==> src/rtl/uart_pkg.sv <==
// rtl/uart_pkg.sv - shared UART constants and TX frame FSM state encoding
package uart_pkg;

  localparam int   DATA_BITS     = 8;
  localparam logic UART_IDLE_LVL = 1'b1;

  localparam logic [2:0] ST_IDLE   = 3'd0;
  localparam logic [2:0] ST_START  = 3'd1;
  localparam logic [2:0] ST_DATA   = 3'd2;
  localparam logic [2:0] ST_PARITY = 3'd3;
  localparam logic [2:0] ST_STOP   = 3'd4;

endpackage

==> src/rtl/uart_tx_shifter.sv <==
// rtl/uart_tx_shifter.sv - TX frame FSM, bit timer, bit counter and shift register
// Parity bit after D7 only when UART_TX_PARITY_EN is defined.
module uart_tx_shifter
  import uart_pkg::*;
#(
  parameter int CLKS_PER_BIT = 434,
  parameter int STOP_BITS    = 1,
  parameter int PARITY_ODD   = 0
) (
  input  logic       clk,
  input  logic       rst_n,
  input  logic       tx_en,
  input  logic       fifo_empty,
  input  logic [7:0] pop_data,
  output logic       pop_req,
  output logic       txd,
  output logic       tx_busy
);

  localparam int              TW        = (CLKS_PER_BIT > 1) ? $clog2(CLKS_PER_BIT) : 1;
  localparam logic [TW-1:0]   TMR_LAST  = TW'(CLKS_PER_BIT - 1);
  localparam logic [2:0]      DATA_LAST = 3'(DATA_BITS - 1);
  localparam logic [2:0]      STOP_LAST = 3'(STOP_BITS - 1);

  logic [2:0]    state_q, state_d;
  logic [TW-1:0] tmr_q, tmr_d;
  logic [2:0]    bit_q, bit_d;
  logic [7:0]    shreg_q, shreg_d;
  logic          txd_q, txd_d;
  logic          busy_q, busy_d;
  logic          bit_end;
  logic          last_stop;
`ifdef UART_TX_PARITY_EN
  logic          par_q, par_d;
`else
  // PARITY_ODD has no effect without the parity bit.
  if (PARITY_ODD != 0) begin : g_parity_odd_ignored
  end
`endif

  assign bit_end   = (tmr_q == TMR_LAST);
  assign last_stop = (state_q == ST_STOP) && bit_end && (bit_q == STOP_LAST);
  // Popping on the final stop cycle is what makes consecutive frames gapless.
  assign pop_req   = ((state_q == ST_IDLE) || last_stop) && tx_en && !fifo_empty;

  always_comb begin
    state_d = state_q;
    bit_d   = bit_q;
    shreg_d = shreg_q;
    tmr_d   = ((state_q == ST_IDLE) || bit_end) ? '0 : tmr_q + TW'(1);
`ifdef UART_TX_PARITY_EN
    par_d   = par_q;
`endif
    case (state_q)
      ST_IDLE: begin
        if (pop_req) state_d = ST_START;
      end
      ST_START: begin
        if (bit_end) begin
          state_d = ST_DATA;
          bit_d   = '0;
        end
      end
      ST_DATA: begin
        if (bit_end) begin
          shreg_d = {1'b0, shreg_q[7:1]};
          if (bit_q == DATA_LAST) begin
            bit_d   = '0;
`ifdef UART_TX_PARITY_EN
            state_d = ST_PARITY;
`else
            state_d = ST_STOP;
`endif
          end else begin
            bit_d = bit_q + 3'd1;
          end
        end
      end
`ifdef UART_TX_PARITY_EN
      ST_PARITY: begin
        if (bit_end) begin
          state_d = ST_STOP;
          bit_d   = '0;
        end
      end
`endif
      ST_STOP: begin
        if (bit_end) begin
          if (bit_q == STOP_LAST) begin
            state_d = pop_req ? ST_START : ST_IDLE;
            bit_d   = '0;
          end else begin
            bit_d = bit_q + 3'd1;
          end
        end
      end
      default: state_d = ST_IDLE;
    endcase

    if (pop_req) begin
      shreg_d = pop_data;
`ifdef UART_TX_PARITY_EN
      par_d   = (PARITY_ODD != 0) ? ~^pop_data : ^pop_data;
`endif
    end
  end

  always_comb begin
    case (state_q)
      ST_START:  txd_d = 1'b0;
      ST_DATA:   txd_d = shreg_q[0];
`ifdef UART_TX_PARITY_EN
      ST_PARITY: txd_d = par_q;
`endif
      default:   txd_d = UART_IDLE_LVL;
    endcase
    busy_d = (state_q != ST_IDLE);
  end

  always_ff @(posedge clk or negedge rst_n) begin
    if (!rst_n) begin
      state_q <= ST_IDLE;
      tmr_q   <= '0;
      bit_q   <= '0;
      shreg_q <= '0;
      txd_q   <= UART_IDLE_LVL;
      busy_q  <= 1'b0;
`ifdef UART_TX_PARITY_EN
      par_q   <= 1'b0;
`endif
    end else begin
      state_q <= state_d;
      tmr_q   <= tmr_d;
      bit_q   <= bit_d;
      shreg_q <= shreg_d;
      txd_q   <= txd_d;
      busy_q  <= busy_d;
`ifdef UART_TX_PARITY_EN
      par_q   <= par_d;
`endif
    end
  end

  assign txd     = txd_q;
  assign tx_busy = busy_q;

endmodule

==> src/rtl/uart_txfifo_ser.sv <==
// rtl/uart_txfifo_ser.sv - UART TX byte FIFO feeding the frame serializer onto UART_TXD
// Optional parity bit: define UART_TX_PARITY_EN.
module uart_txfifo_ser
  import uart_pkg::*;
#(
  parameter int DEPTH        = 32,
  parameter int CLKS_PER_BIT = 434,
  parameter int STOP_BITS    = 1,
  parameter int PARITY_ODD   = 0
) (
  input  logic                   SCLK,
  input  logic                   RST_n,
  input  logic [7:0]             FIFO_WR_DATA,
  input  logic                   FIFO_WREN,
  input  logic                   TX_EN,
  output logic                   UART_TXD,
  output logic                   TX_BUSY,
  output logic                   FIFO_EMPTY,
  output logic                   FIFO_FULL,
  output logic                   FIFO_OVER,
  output logic [$clog2(DEPTH):0] FIFO_COUNT
);

  localparam int AW = $clog2(DEPTH);
  localparam int CW = AW + 1;

  logic [7:0]    mem_q [DEPTH];
  logic [AW-1:0] wr_ptr_q, wr_ptr_d;
  logic [AW-1:0] rd_ptr_q, rd_ptr_d;
  logic [CW-1:0] count_q, count_d;
  logic          over_q, over_d;
  logic          wr_acc;
  logic          pop;

  assign FIFO_FULL  = (count_q == CW'(DEPTH));
  assign FIFO_EMPTY = (count_q == '0);
  // Full is the pre-edge value, so a simultaneous pop never rescues a write.
  assign wr_acc     = FIFO_WREN && !FIFO_FULL;

  always_comb begin
    wr_ptr_d = wr_ptr_q + AW'(wr_acc);
    rd_ptr_d = rd_ptr_q + AW'(pop);
    count_d  = count_q + CW'(wr_acc) - CW'(pop);
    over_d   = FIFO_WREN && FIFO_FULL;
  end

  always_ff @(posedge SCLK or negedge RST_n) begin
    if (!RST_n) begin
      wr_ptr_q <= '0;
      rd_ptr_q <= '0;
      count_q  <= '0;
      over_q   <= 1'b0;
    end else begin
      wr_ptr_q <= wr_ptr_d;
      rd_ptr_q <= rd_ptr_d;
      count_q  <= count_d;
      over_q   <= over_d;
    end
  end

  always_ff @(posedge SCLK) begin
    if (wr_acc) mem_q[wr_ptr_q] <= FIFO_WR_DATA;
  end

  uart_tx_shifter #(
    .CLKS_PER_BIT(CLKS_PER_BIT),
    .STOP_BITS   (STOP_BITS),
    .PARITY_ODD  (PARITY_ODD)
  ) u_shifter (
    .clk       (SCLK),
    .rst_n     (RST_n),
    .tx_en     (TX_EN),
    .fifo_empty(FIFO_EMPTY),
    .pop_data  (mem_q[rd_ptr_q]),
    .pop_req   (pop),
    .txd       (UART_TXD),
    .tx_busy   (TX_BUSY)
  );

  assign FIFO_OVER  = over_q;
  assign FIFO_COUNT = count_q;

endmodule

==> config.mk <==
export PLATFORM = sky130hd
export DESIGN_NAME = uart_txfifo_ser
export DESIGN_NICKNAME = d
export VERILOG_FILES = /design/src/rtl/uart_pkg.sv /design/src/rtl/uart_tx_shifter.sv /design/src/rtl/uart_txfifo_ser.sv
export SDC_FILE = /design/constraint.sdc
export NUM_CORES = 1
export LEC_CHECK = 0
export ABC_CLOCK_PERIOD_IN_PS = 4600
export CAP_MARGIN = 0
export CORE_UTILIZATION = 30
export CTS_BUF_LIST = sky130_fd_sc_hd__clkbuf_16
export DETAILED_ROUTE_END_ITERATION = 8
export PLACE_DENSITY = 0.45
export SKIP_CTS_REPAIR_TIMING = 1
export SLEW_MARGIN = 0
export SYNTH_ARGS = -nofsm -noshare
export SYNTH_HDL_FRONTEND = slang
export SYNTH_HIERARCHICAL = 1
export SYNTH_SLANG_ARGS = --single-unit
==> constraint.sdc <==
create_clock -name SCLK -period 4.6 [get_ports SCLK]
set_clock_uncertainty 0.15 [all_clocks]
set_input_delay 0.92 -clock SCLK [delete_from_list [all_inputs] [get_ports SCLK]]
set_output_delay 0.92 -clock SCLK [all_outputs]
set_load 0.1 [all_outputs]
== Yosys cells after proc, flatten, opt, wreduce, memory -nomap -nowiden ==
Memory sizes are Yosys's and may differ from the RTL's.
Index checks and enable logic that the tools add are counted.

* Register bits after elaboration: 42
* Latch bits: 0
* Memory bits (writable): 256
* ROM bits: 0
* Output and inout bits: 11
* Word-level logic and storage cells: 70
* Memories: 1

{| class="wikitable"
|+ Memories
! name !! depth !! width !! read ports !! clocked after memory_dff !! wr ports !! RTL line !! source
|-
| mem_q || 32 || 8 || 1 || 0 || 1 || uart_txfifo_ser.sv:27 || <nowiki>logic [7:0] mem_q [DEPTH];</nowiki>
|}

* $add $sub $neg: 6
* Multiply operators: 0
* Div/mod/pow operators: 0
* Order comparisons: 0
* Equal/unequal tests: 12
* Shifts and indexed selects: 0
* Mux-type cells: 21
* Bitwise logic cells: 0
* Reductions and logical operators: 20

{| class="wikitable"
|+ Operator list
! operator !! count
|-
| 3-bit 2-to-1 mux || 11
|-
| 8-bit 2-to-1 mux || 3
|-
| 3-bit case mux with 4 select lines || 1
|-
| 5-bit by 1-bit adder with 5-bit output || 2
|-
| 9-bit by 1-bit adder with 9-bit output, second input constant || 1
|-
| 9-bit equality test, second input constant || 1
|-
| 9-bit 2-to-1 mux || 1
|-
| 3-bit case mux with 3 select lines || 1
|-
| 2-bit by 1-bit inequality test with 1-bit output, second input constant || 4
|-
| 6-bit by 1-bit adder with 6-bit output || 1
|-
| 3-bit equality test, second input constant || 2
|-
| 6-bit equality test, second input constant || 1
|-
| 1-bit logical AND || 6
|-
| 3-bit logical NOT || 2
|-
| 6-bit logical NOT || 1
|-
| 6-bit AND reduction || 1
|-
| 3-bit nonzero test || 2
|-
| 6-bit by 1-bit subtractor with 6-bit output || 1
|-
| 2-bit inequality test, second input constant || 2
|-
| 4-bit AND reduction || 1
|-
| 2-bit nonzero test || 2
|-
| 3-bit by 1-bit adder with 3-bit output, second input constant || 1
|-
| 3-bit by 1-bit equality test with 1-bit output, second input constant || 1
|-
| 3-bit by 2-bit equality test with 1-bit output, second input constant || 1
|-
| other kinds (5) || 9
|}

== Longest topological paths before layout ==
* Depth after elaboration: 10
* Mapped depth: 14
* Depth with buffers taken out: 14

== By module ==
The synthesis kept the hierarchy.

{| class="wikitable"
|+ Modules (own cells, without submodules)
! module !! instances !! cells an instance !! area each (um2) !! seq. area each (um2)
|-
| uart_txfifo_ser || 1 || 541 || 10879.2 || 8112.8
|-
| uart_tx_shifter || 1 || 125 || 1372.6 || 626.9
|}

== Worst setup path before layout ==
OpenSTA, ideal clock, no wires.

* Path kind: flip-flop to flip-flop
* From: register count_q[2], in the netlist FIFO_COUNT[2]
* To: register count_q[4], in the netlist FIFO_COUNT[4]
* Setup time: 0.080 ns
* Arrival time: 6.224 ns
* Data required time: 4.370 ns
* Setup slack: -1.854 ns
* Stages on the path, launching flop included: 15
* Period minus slack after synthesis: 6.454 ns
* Cells stage by stage: dfrtp_1 > inv_1 > ha_1 > nor4bb_1 > nor4b_1 > nand3_2 > inv_1 > ha_1 > inv_1 > ha_1 > fa_1 > a21oi_1 > nor2_1 > nor2_1 > xnor2_1

* Elaborated cells between the ends (all ways): 8
* Those cells by class: 2 x add/sub; 1 x eq/ne; 5 x reduce/logical

{| class="wikitable"
|+ RTL lines
! element !! RTL line !! source
|-
| from (decl) || uart_txfifo_ser.sv:30 || <nowiki>logic [CW-1:0] count_q, count_d;</nowiki>
|-
| from (signal assigned) || uart_txfifo_ser.sv:56 || <nowiki>count_q <= count_d;</nowiki>
|-
| 6-bit logical NOT || uart_txfifo_ser.sv:36 || <nowiki>assign FIFO_EMPTY = (count_q == '0);</nowiki>
|-
| net FIFO_EMPTY || uart_txfifo_ser.sv:18 || <nowiki>output logic FIFO_EMPTY,</nowiki>
|-
| 1-bit logical NOT || uart_tx_shifter.sv:44 || <nowiki>assign pop_req = ((state_q == ST_IDLE) || last_stop) && tx_en && !fifo_empty;</nowiki>
|-
| 1-bit logical AND || uart_tx_shifter.sv:44 ||
|-
| net pop || uart_txfifo_ser.sv:33 || <nowiki>logic pop;</nowiki>
|-
| 6-bit by 1-bit subtractor with 6-bit output || uart_txfifo_ser.sv:43 || <nowiki>count_d = count_q + CW'(wr_acc) - CW'(pop);</nowiki>
|-
| net count_d[4] || uart_txfifo_ser.sv:30 ||
|}

The timed path passes the listed nets, and every way through them passes these cells.
A chain may end at the register's enable or synchronous reset.

== Worst setup path after layout ==
* From: register count_q[2], in the netlist FIFO_COUNT[2]
* To: output port FIFO_EMPTY

* Word-level cells in the longest chain between the ends: 1

{| class="wikitable"
|+ Ends and longest elaborated chain
! element !! RTL line
|-
| 6-bit logical NOT || uart_txfifo_ser.sv:36
|-
| to (decl) || uart_txfifo_ser.sv:18
|}

Every way passes these cells.

==> qor.yml <==
run_status:
  status: "finished clean"
min_path:
  hold_end: "u_shifter/tmr_q[0]"
  hold_start: "u_shifter/tmr_q[0]"
  hold_depth: 1
  hold_class: "register to register"
pwr:
  pwr-share-clk: 0.368
  irDropWorstVdd_v: 0.000280
  p_per_area_nw_per_um2: 466
  power_mw: 6.55
  swShare: 0.266
  switching_power_mw: 1.74
  p_int_mw: 4.80
  p_leak_nw: 4.64
  seqPwrFrac: 0.498
  p_comb_frac: 0.134
clocking:
  cts_tree: "built"
  clock_latency_ns: 0.56
  clk_root_buffer_cell: "clkbuf_16"
  clk_pin_slew_ns: 0.06
  cts_max_level: 1
  clock-sinks: 298
  cts_buffers: 31
  cts.path.max_buffers: 3
synth:
  synth_nets: 697
  yosysWarnings: 6
  synthCells: 666
  async_reset_ff_frac: 0.141
  yosysUniqueCellTypes: 54
  synth_area_per_cell_um2: 18.4
  syn_area_um2: 12300
  synth-seq-cells: 298
  synth_flop_cell: "edfxtp_1"
  synth_edf_count: 256
  yosysSeqAreaShare: 0.713
die:
  die_x_um: 204
  core_area_um2: 40000
  start_util: 0.306
  design.die.area_um2: 41700
  die_h_um: 204
  num_rows: 73
  ios: 23
critical_path:
  r2r_cells: 13
  crit_path_top_delay_cell: "clkdlybuf4s50_1"
  critPathKind: "register to primary output"
  crit_required_ns: 3.53
  slowest_delay_ns: 1.19
  critPathBufInv: 2
  startpoint_type: "register"
  cp.depth: 4
  r2r_start: "FIFO_COUNT[2]"
  arrival_ns: 2.74
  cp_max_fo: 3
  endpoint_kind: "primary output"
  r2r-end: "FIFO_COUNT[5]"
  path_cells: "inv_1 -> ha_1 -> nor4bb_4 -> clkdlybuf4s50_1"
  critPathTopFamily: "buffers and inverters"
  r2r_slack_ns: 0.97
final_layout:
  design_area_um2: 14100
  fillers: 3770
  synthToLayoutAreaGrowth_pct: 14.7
  nets: 734
  drive_above_1_share: 0.142
placed_design:
  portBuffers: 22
  place_congestion: 0.766
  dpl_worst_slack_ns: 0.513
  place_area_um2: 13100
  hpwl_mm: 16.3
sta:
  timing.hold.ws_ns: 0.357
  clock.fmax_mhz: 263
  fin_crit_sh: 0.828
  max_slew_margin: 0.138
  rsz0062_at_grt: "false"
  fin_setup_tns_ns: 0
  slew_violations: 0
  final_hold_viol_count: 0
  final.min_clock_period_ns: 3.81
  worst_slew_pin_slew_ns: 1.29
  worst_slack_ns: 0.791
  setup_viol: 0
detailed_routing:
  wire_per_inst_um: 21.0
  totalWireLength_mm: 26.3
  initialDrtViolationCount: 483
  post-route-drc-count: 0
  ant_nets: 0
  dr.pass1.iters: 5
  viasPerCell: 4.85
  vias: 6081
global_routing:
  grt_use_total: 0.128
  grt_pass1_wl_mm: 39.8
  grt_max_degree: 50
  grt-busiest-layer: "met2"
  met3_usage: 0.0182
  grt_pass1_vias: 6240
  antenna_found_initial: 0
  grt_use_met2: 0.208
  overflow: 0
  met1_usage: 0.181
flow_run:
  drv_cap: 0
==> power groups by stage <==
stage	combinational (mW)	sequential, mW	clock, mW
after detailed placement	0.886	3.32	0
after floorplan	0.453	3.46	0
final	0.877	3.26	2.41
after global routing	0.954	3.28	2.56
after global placement	0.858	3.31	0
after CTS	0.890	3.26	2.47
==> cell type report <==
class,instances,area [µm²],area share
inverters,22,82.6,0.00587
clock buffers,31,776,0.0552
well taps,525,657,0.0467
clock inverters,26,200,0.0142
multi-input cells,312,3250,0.231
repair buffers,38,348,0.0247
diodes,1,2.50,0.000178
flip-flops and latches,298,8740,0.622
==> worst reg2reg max path, cell delays in order, from the launching register on <==
cell	delay (ns)
dfrtp_1	0.38
inv_1	0.07
ha_1	0.21
nor4bb_4	0.18
nor4b_1	0.58
nand3_2	0.36
inv_1	0.24
ha_1	0.18
inv_1	0.06
ha_1	0.27
a21o_1	0.15
a21oi_1	0.29
nor2_1	0.07
a311oi_1	0.32
==> how the worst max path moves through the flow <==
stage | end | slack, ns | startpoint
after detailed placement | FIFO_COUNT[5] | 0.51 | TX_EN
after CTS | FIFO_EMPTY | 0.72 | FIFO_COUNT[2]
after global routing | FIFO_EMPTY | 0.65 | FIFO_COUNT[2]
after global placement | FIFO_COUNT[4] | 0.65 | TX_EN
after floorplan | FIFO_COUNT[4] | 0.22 | FIFO_COUNT[2]
final | FIFO_EMPTY | 0.79 | FIFO_COUNT[2]
==> placed cells by master, fill, tap and decap left out, drive strengths merged, types with 10 or more instances in the layout <==
cell type / netlist / layout
a211oi: 16 / 16
a21oi: 16 / 16
buf: 19 / 17
clkbuf: 15 / 31
clkdlybuf4s50: 0 / 21
clkinv: 0 / 15
dfrtp: 41 / 41
edfxtp: 256 / 256
ha: 18 / 18
inv: 22 / 28
mux2: 13 / 13
mux2i: 32 / 32
mux4: 48 / 48
nand3: 12 / 12
nor2: 48 / 48
o21ai: 10 / 10
==> sequential cells by signal, summed over array words and instances (netlist names) <==
| name | count |
|---|---|
| mem_q | 256 |
| u_shifter/tmr_q | 9 |
| u_shifter/shreg_q | 8 |
| FIFO_COUNT | 6 |
| rd_ptr_q | 5 |
| wr_ptr_q | 5 |
| u_shifter/bit_q | 3 |
| u_shifter/state_q | 3 |
| FIFO_OVER | 1 |
| u_shifter/tx_busy | 1 |
| u_shifter/txd | 1 |
==> layer usage <==
layer	wire, µm	part of all wire
met5	0	0
met3	856	0.033
met4	454	0.017
met2	12500	0.48
met1	12400	0.47
==> synthesized netlist by cell type, types with 10 or more instances <==
cell | n | share of area
mux4_2 | 18 | 0.033
edfxtp_1 | 256 | 0.63
a211oi_1 | 16 | 0.0098
mux2i_1 | 32 | 0.026
mux4_1 | 30 | 0.064
o21ai_0 | 10 | 0.0041
nor2_1 | 48 | 0.015
inv_1 | 22 | 0.0067
a21oi_1 | 16 | 0.0065
ha_1 | 18 | 0.018
dfrtp_1 | 41 | 0.084
mux2_4 | 12 | 0.015
nand3_1 | 11 | 0.0045
clkbuf_1 | 15 | 0.0046
==> stage by stage <==
stage	std cells	util
2_1_floorplan	666	-
3_3_place_gp	1195	0.327
3_5_place_dp	1195	0.327
4_1_cts	1252	0.351
5_1_grt	1252	0.351
6_report	1253	0.351
==> cells by family after synthesis <==
logic type	share of synthesized area
AO/OA/AOI/OAI	0.0500
multiplexers	0.139
flip-flops	0.713
buffers and inverters	0.0241
adder cells (fa/ha/maj)	0.0200
AND/OR/NAND/NOR	0.0426
XOR/XNOR	0.0107
Note: power is estimated with default switching activity, not from simulation.
